--- config.mk ---
export PLATFORM = sky130hd
export DESIGN_NAME = scanchain_writer_mc_flat
export DESIGN_NICKNAME = d
export VERILOG_FILES = /design/src/rtl/scanchain_writer_mc_if.sv /design/src/rtl/scanchain_writer_mc.sv /design/src/flat_wrapper.sv
export SDC_FILE = /design/constraint.sdc
export NUM_CORES = 1
export LEC_CHECK = 0
export ABC_AREA = 1
export BUFFER_PORTS_ARGS = -buffer_cell sky130_fd_sc_hd__buf_4
export CELL_PAD_IN_SITES_DETAIL_PLACEMENT = 0
export CELL_PAD_IN_SITES_GLOBAL_PLACEMENT = 1
export CORE_UTILIZATION = 30
export CTS_CLUSTER_SIZE = 14
export DETAILED_ROUTE_END_ITERATION = 8
export GPL_TIMING_DRIVEN = 1
export HOLD_SLACK_MARGIN = 0.06
export PLACE_DENSITY = 0.72
export SKIP_LAST_GASP = 1
export SLEW_MARGIN = 0
export SYNTH_ARGS = -nofsm -noshare
export SYNTH_HDL_FRONTEND = slang
export SYNTH_SLANG_ARGS = --single-unit
--- constraint.sdc ---
create_clock -name clk -period 4.5 [get_ports clk]
set_clock_uncertainty 0.05 [all_clocks]
set_input_delay 0.9 -clock clk [delete_from_list [all_inputs] [get_ports clk]]
set_output_delay 0.9 -clock clk [all_outputs]
set_load 0.02 [all_outputs]
--- src/rtl/scanchain_writer_mc_if.sv ---
// Write-request / read-response bundle between the scan client and the
// multi-chain scan writer.
interface scanchain_writer_mc_if #(
    parameter int CHAN_BITS    = 1,
    parameter int ADDR_BITS    = 12,
    parameter int PAYLOAD_BITS = 169
);
    logic                    write_valid;
    logic                    write_ready;
    logic [CHAN_BITS-1:0]    write_chan;
    logic [ADDR_BITS-1:0]    write_addr;
    logic [PAYLOAD_BITS-1:0] write_payload;
    logic                    write_reset;
    logic                    read_valid;
    logic                    read_ready;
    logic [PAYLOAD_BITS-1:0] read_data;

    modport master (
        output write_valid, write_chan, write_addr, write_payload, write_reset,
        output read_ready,
        input  write_ready, read_valid, read_data
    );

    modport slave (
        input  write_valid, write_chan, write_addr, write_payload, write_reset,
        input  read_ready,
        output write_ready, read_valid, read_data
    );
endinterface

--- src/rtl/scanchain_writer_mc.sv ---
// Multi-channel scan chain writer. Shifts {addr, payload} MSB first into one
// of NUM_CHAINS chains, captures that chain's scan_out while shifting and
// returns the last PAYLOAD_BITS samples as a read response. A write with
// write_reset set pulses that chain's scan_reset for one scan_clk period.
//
// state  | meaning
// IDLE   | write_ready high, waiting for a request
// PULSE  | scan_reset high on the selected chain for D cycles
// SHIFT  | F bit periods of scan_clk with scan_en, capturing scan_out
// UPDATE | one extra scan_clk period with scan_en low to latch the chain
// RESP   | read_valid high until the consumer takes read_data
module scanchain_writer_mc #(
    parameter int NUM_CHAINS        = 2,
    parameter int CHAN_BITS         = 1,
    parameter int ADDR_BITS         = 12,
    parameter int PAYLOAD_BITS      = 169,
    parameter int CLKS_PER_SCAN_CLK = 100000
) (
    input  logic                  clk,
    input  logic                  reset,
    scanchain_writer_mc_if.slave  bus,
    output logic [NUM_CHAINS-1:0] scan_clk,
    output logic [NUM_CHAINS-1:0] scan_en,
    output logic [NUM_CHAINS-1:0] scan_in,
    output logic [NUM_CHAINS-1:0] scan_reset,
    input  logic [NUM_CHAINS-1:0] scan_out
);
    localparam int F  = ADDR_BITS + PAYLOAD_BITS;
    localparam int D  = CLKS_PER_SCAN_CLK;
    localparam int PW = $clog2(D);
    localparam int BW = $clog2(F);

    // Phase is a down-counter over one bit period: D-1 on the first cycle,
    // 0 on the last. scan_clk is high while phase <= D/2-1.
    localparam logic [PW-1:0] PHASE_LAST = PW'(D - 1);
    localparam logic [PW-1:0] PHASE_HALF = PW'(D / 2);
    localparam logic [PW-1:0] PHASE_RISE = PW'(D / 2 - 1);
    localparam logic [BW-1:0] BITS_LAST  = BW'(F - 1);

    typedef enum logic [2:0] {
        IDLE,
        PULSE,
        SHIFT,
        UPDATE,
        RESP
    } state_t;

    state_t                  state;
    logic                    write_ready_q;
    logic                    read_valid_q;
    logic [PAYLOAD_BITS-1:0] read_data_q;
    logic [NUM_CHAINS-1:0]   chan_oh;
    logic [NUM_CHAINS-1:0]   req_oh;
    logic                    req_ok;
    logic [F-1:0]            frame_sr;
    logic [PAYLOAD_BITS-1:0] capture_sr;
    logic [PW-1:0]           phase;
    logic [BW-1:0]           bits_left;

    assign bus.write_ready = write_ready_q;
    assign bus.read_valid  = read_valid_q;
    assign bus.read_data   = read_data_q;

    // Decode the requested channel; out-of-range channels decode to no chain.
    always_comb begin
        req_oh = '0;
        for (int i = 0; i < NUM_CHAINS; i++) begin
            req_oh[i] = (bus.write_chan == CHAN_BITS'(i));
        end
    end

    assign req_ok = |req_oh;

    // Sequencer: all scan outputs and handshake outputs are registered here.
    always_ff @(posedge clk) begin
        if (!reset) begin
            state         <= IDLE;
            write_ready_q <= 1'b0;
            read_valid_q  <= 1'b0;
            read_data_q   <= '0;
            chan_oh       <= '0;
            frame_sr      <= '0;
            capture_sr    <= '0;
            phase         <= '0;
            bits_left     <= '0;
            scan_clk      <= '0;
            scan_en       <= '0;
            scan_in       <= '0;
            scan_reset    <= '0;
        end else begin
            case (state)
                IDLE: begin
                    write_ready_q <= 1'b1;
                    // Requests to a missing chain are swallowed without leaving IDLE.
                    if (write_ready_q && bus.write_valid && req_ok) begin
                        write_ready_q <= 1'b0;
                        chan_oh       <= req_oh;
                        phase         <= PHASE_LAST;
                        if (bus.write_reset) begin
                            state      <= PULSE;
                            scan_reset <= req_oh;
                        end else begin
                            state     <= SHIFT;
                            scan_en   <= req_oh;
                            scan_in   <= bus.write_addr[ADDR_BITS-1] ? req_oh : '0;
                            frame_sr  <= {bus.write_addr, bus.write_payload};
                            bits_left <= BITS_LAST;
                        end
                    end
                end

                PULSE: begin
                    if (phase == '0) begin
                        scan_reset    <= '0;
                        write_ready_q <= 1'b1;
                        state         <= IDLE;
                    end else begin
                        phase <= phase - 1'b1;
                    end
                end

                SHIFT: begin
                    if (phase == PHASE_RISE) begin
                        capture_sr <= {capture_sr[PAYLOAD_BITS-2:0], |(scan_out & chan_oh)};
                    end
                    if (phase == '0) begin
                        phase    <= PHASE_LAST;
                        scan_clk <= '0;
                        if (bits_left == '0) begin
                            state   <= UPDATE;
                            scan_en <= '0;
                            scan_in <= '0;
                        end else begin
                            bits_left <= bits_left - 1'b1;
                            frame_sr  <= frame_sr << 1;
                            scan_in   <= frame_sr[F-2] ? chan_oh : '0;
                        end
                    end else begin
                        phase    <= phase - 1'b1;
                        scan_clk <= (phase <= PHASE_HALF) ? chan_oh : '0;
                    end
                end

                UPDATE: begin
                    if (phase == '0) begin
                        scan_clk     <= '0;
                        read_valid_q <= 1'b1;
                        read_data_q  <= capture_sr;
                        state        <= RESP;
                    end else begin
                        phase    <= phase - 1'b1;
                        scan_clk <= (phase <= PHASE_HALF) ? chan_oh : '0;
                    end
                end

                RESP: begin
                    if (bus.read_ready) begin
                        read_valid_q  <= 1'b0;
                        write_ready_q <= 1'b1;
                        state         <= IDLE;
                    end
                end

                default: state <= IDLE;
            endcase
        end
    end
endmodule
--- src/flat_wrapper.sv ---
// flat-port wrapper written by rule: the top's interface ports become plain ports
module scanchain_writer_mc_flat 
#(
    parameter int NUM_CHAINS        = 2,
    parameter int CHAN_BITS         = 1,
    parameter int ADDR_BITS         = 12,
    parameter int PAYLOAD_BITS      = 169,
    parameter int CLKS_PER_SCAN_CLK = 100000
)
  (clk, reset, scan_clk, scan_en, scan_in, scan_reset, scan_out, bus_write_valid, bus_write_chan, bus_write_addr, bus_write_payload, bus_write_reset, bus_read_ready, bus_write_ready, bus_read_valid, bus_read_data);
  scanchain_writer_mc_if #(.CHAN_BITS(CHAN_BITS), .ADDR_BITS(ADDR_BITS), .PAYLOAD_BITS(PAYLOAD_BITS)) bus_i ();
  input  logic clk;
  input  logic reset;
  output logic [NUM_CHAINS-1:0] scan_clk;
  output logic [NUM_CHAINS-1:0] scan_en;
  output logic [NUM_CHAINS-1:0] scan_in;
  output logic [NUM_CHAINS-1:0] scan_reset;
  input  logic [NUM_CHAINS-1:0] scan_out;
  input wire logic [$bits(bus_i.write_valid)-1:0] bus_write_valid;
  input wire logic [$bits(bus_i.write_chan)-1:0] bus_write_chan;
  input wire logic [$bits(bus_i.write_addr)-1:0] bus_write_addr;
  input wire logic [$bits(bus_i.write_payload)-1:0] bus_write_payload;
  input wire logic [$bits(bus_i.write_reset)-1:0] bus_write_reset;
  input wire logic [$bits(bus_i.read_ready)-1:0] bus_read_ready;
  output wire logic [$bits(bus_i.write_ready)-1:0] bus_write_ready;
  output wire logic [$bits(bus_i.read_valid)-1:0] bus_read_valid;
  output wire logic [$bits(bus_i.read_data)-1:0] bus_read_data;
  assign bus_i.write_valid = bus_write_valid;
  assign bus_i.write_chan = bus_write_chan;
  assign bus_i.write_addr = bus_write_addr;
  assign bus_i.write_payload = bus_write_payload;
  assign bus_i.write_reset = bus_write_reset;
  assign bus_i.read_ready = bus_read_ready;
  assign bus_write_ready = bus_i.write_ready;
  assign bus_read_valid = bus_i.read_valid;
  assign bus_read_data = bus_i.read_data;
  scanchain_writer_mc #(.NUM_CHAINS(NUM_CHAINS), .CHAN_BITS(CHAN_BITS), .ADDR_BITS(ADDR_BITS), .PAYLOAD_BITS(PAYLOAD_BITS), .CLKS_PER_SCAN_CLK(CLKS_PER_SCAN_CLK)) u_core (.clk(clk), .reset(reset), .bus(bus_i), .scan_clk(scan_clk), .scan_en(scan_en), .scan_in(scan_in), .scan_reset(scan_reset), .scan_out(scan_out));
endmodule
==> flow_summary.json <==
{
  "die_width_microns": 272,
  "cp.arrival_ns": 3.37,
  "die-area_sq_um": 73900,
  "drt-total-wl_microns": 56000,
  "overflow": 0,
  "cpPeakStageDelay_ns": 0.61,
  "hpwlAfterDp_microns": 36200,
  "syn-cell-area_sq_um": 21800,
  "path_cells": "nor2_1, nand2_1, nor2_2, nand2_2, nand2_2, nand3_4, buf_12, o21ai_0, a21oi_1",
  "yosysWarnings": 0,
  "io-pin-count": 368,
  "synth_edf_count": 0,
  "synth_top_area_share_pct": 51.1,
  "clk_pin_slew_ns": 0.06,
  "ant_nets": 0,
  "critPathKind": "reg2reg",
  "ctsHoldBuffers": 0,
  "power_leakage_uw": 0.0109,
  "p_per_area_nw_per_um2": 536,
  "synth_nets": 3026,
  "yosysTopAreaCell": "dfxtp_1",
  "finalCritPeriodShare_pct": 64.9,
  "crit_buf_inv": 1,
  "synth-seq-cells": 558,
  "ctsResizeCount": 0,
  "first_global_vias": 17055,
  "hold_class": "reg2reg",
  "cts_root_buf": "clkbuf_16",
  "final_cell_count_no_fill": 4072,
  "postLayoutCoreUtil_pct": 37.8,
  "coreArea_sq_um": 71700,
  "critPathCaptureType": "register",
  "area_growth_pct": 24.1,
  "synth_most_common_cell": "o21ai_0",
  "setup_violations": 0,
  "post_synth.cell_area_avg_sq_um": 7.71,
  "via_per_inst": 4.54,
  "grt_max_degree": 215,
  "grt_first_pass_wirelength_microns": 89900,
  "hold_viol": 0,
  "synth_cell_types": 35,
  "drt_iter0_drc": 1223,
  "antenna_found_initial": 1,
  "cts_tree": "yes",
  "pre_cts_slack_ns": 1.37,
  "gp_congestion": 0.782,
  "crit_family": "simple AND/OR/NAND/NOR gates",
  "fp-row-count": 98,
  "placedCellCount": 3961,
  "synthCells": 2833,
  "path_max_fanout": 114,
  "hold_ws_ns": 0.394,
  "worst-slew-pin-transition_ns": 0.900,
  "final_layout_size_suffix_gt1_share_pct": 16.4,
  "die_y_microns": 272,
  "clock.fmax_mhz": 342,
  "ys_seq_area_share_pct": 51.1,
  "cap_viol_max_count": 0,
  "regToRegSetupSlack_ns": 1.58,
  "nets": 3267,
  "first_pass_iters": 5,
  "synthArstFlopShare_pct": 0,
  "ir_drop_mv": 0.300,
  "crit_path_frequent_cell": "nand2_2",
  "grt_use_total_pct": 14.6,
  "cts-buffers-inserted": 61,
  "clock_sinks": 558,
  "synth_top_cells_by_count": "648 x o21ai_0, 558 x dfxtp_1, 547 x a21oi_1",
  "fin_ws_ns": 1.58,
  "status": "finished, final reports clean",
  "rsz0062_at_grt": "no",
  "routedWlPerCell_microns": 13.8,
  "start_kind": "register",
  "clkLatencyLatePin_ns": 0.65,
  "timing.setup.tns_ns": 0,
  "vias": 18470,
  "htree_levels": 2,
  "post-cts-setup-buffers": 0,
  "synthTopCellsByArea": "dfxtp_1 51%, o21ai_0 15%, a21oi_1 13%",
  "finalMaxSlewViolations": 0,
  "synth_flop_cell": "dfxtp_1",
  "port_buffers": 367,
  "crit_slowest_cell": "nand3_4",
  "initial_core_util_pct": 30.5,
  "fin_crit_ns": 2.92,
  "remaining_drc_errors": 0,
  "cp.required_ns": 4.95,
  "slew_headroom_pct": 40.0,
  "cts_buffer_depth": 3
}
## through the flow
step                      instance area [sq um]  total power (uW)
after floorplan                           21800              8850
after global placement                    25000              9480
after detailed placement                  25000              9510
after CTS                                 27100             14800
after global routing                      27100             15500
final                                     27100             14500
## logic make-up after synthesis
logic type      after synthesis  share of synthesized area [%]
fa+ha+maj                     4                          0.229
compound gates             1274                           29.4
xor+xnor                      3                          0.120
flops                       558                           51.1
buf+inv                     612                           11.9
simple gates                382                           7.24
## report_power, final
| part | internal (uW) | leakage (uW) | total [uW] | switching (uW) |
|---|---|---|---|---|
| sequential | 5740 | 0.00452 | 6030 | 284 |
| combinational | 1100 | 0.00536 | 3350 | 2260 |
| clock | 3050 | 0.00102 | 5160 | 2110 |
## path summary, 6_finish.rpt
path                             start                    to  cells past startpoint
setup / recovery       u_core.phase[4]   u_core.frame_sr[58]                      9
hold / removal    u_core.frame_sr[161]  u_core.frame_sr[161]                      2
setup reg to reg       u_core.phase[4]   u_core.frame_sr[58]                      9
hold reg to reg   u_core.frame_sr[161]  u_core.frame_sr[161]                      2
## per-layer routing
metal  GRT usage, %  part of all wire, %
met5              0                    0
met1           20.3                   48
met4           3.68                  1.9
met2           21.8                   42
met3           4.32                  7.2
## worst register-to-register path, cell delays in order (launching register included)
cell     delay, ns
dfxtp_1       0.36
nor2_1        0.20
nand2_1       0.15
nor2_2        0.16
nand2_2       0.12
nand2_2       0.15
nand3_4       0.61
buf_12        0.56
o21ai_0       0.37
a21oi_1       0.05
## cell usage in the layout (no fill, tap or decap), types with 14 or more instances in the layout
| cell | n |
|---|---|
| clkbuf_16 | 61 |
| nand2_1 | 257 |
| o21ai_0 | 648 |
| o21ai_1 | 68 |
| a21oi_1 | 547 |
| nor2_1 | 56 |
| buf_4 | 386 |
| clkbuf_1 | 14 |
| inv_1 | 389 |
| dfxtp_1 | 558 |
| nand3_1 | 39 |
## area by class of cell
type / instances / area (sq um)
Antenna cell: 2 / 5.00
Clock buffer: 87 / 1740
Clock inverter: 22 / 355
Fill cell: 7578 / 44600
Inverter: 395 / 1490
Multi-Input combinational cell: 1663 / 8100
Sequential cell: 558 / 11200
Tap cell: 950 / 1190
Timing Repair Buffer: 395 / 3070
## flip-flops by register name, summed over array words and instances (netlist names), 3 cells and up
register / flops
u_core.frame_sr: 180
u_core.state: 3
u_core.phase: 17
u_core.capture_sr: 169
u_core.bus.read_data: 169
u_core.bits_left: 8
Note: power is estimated with default switching activity, not from simulation.
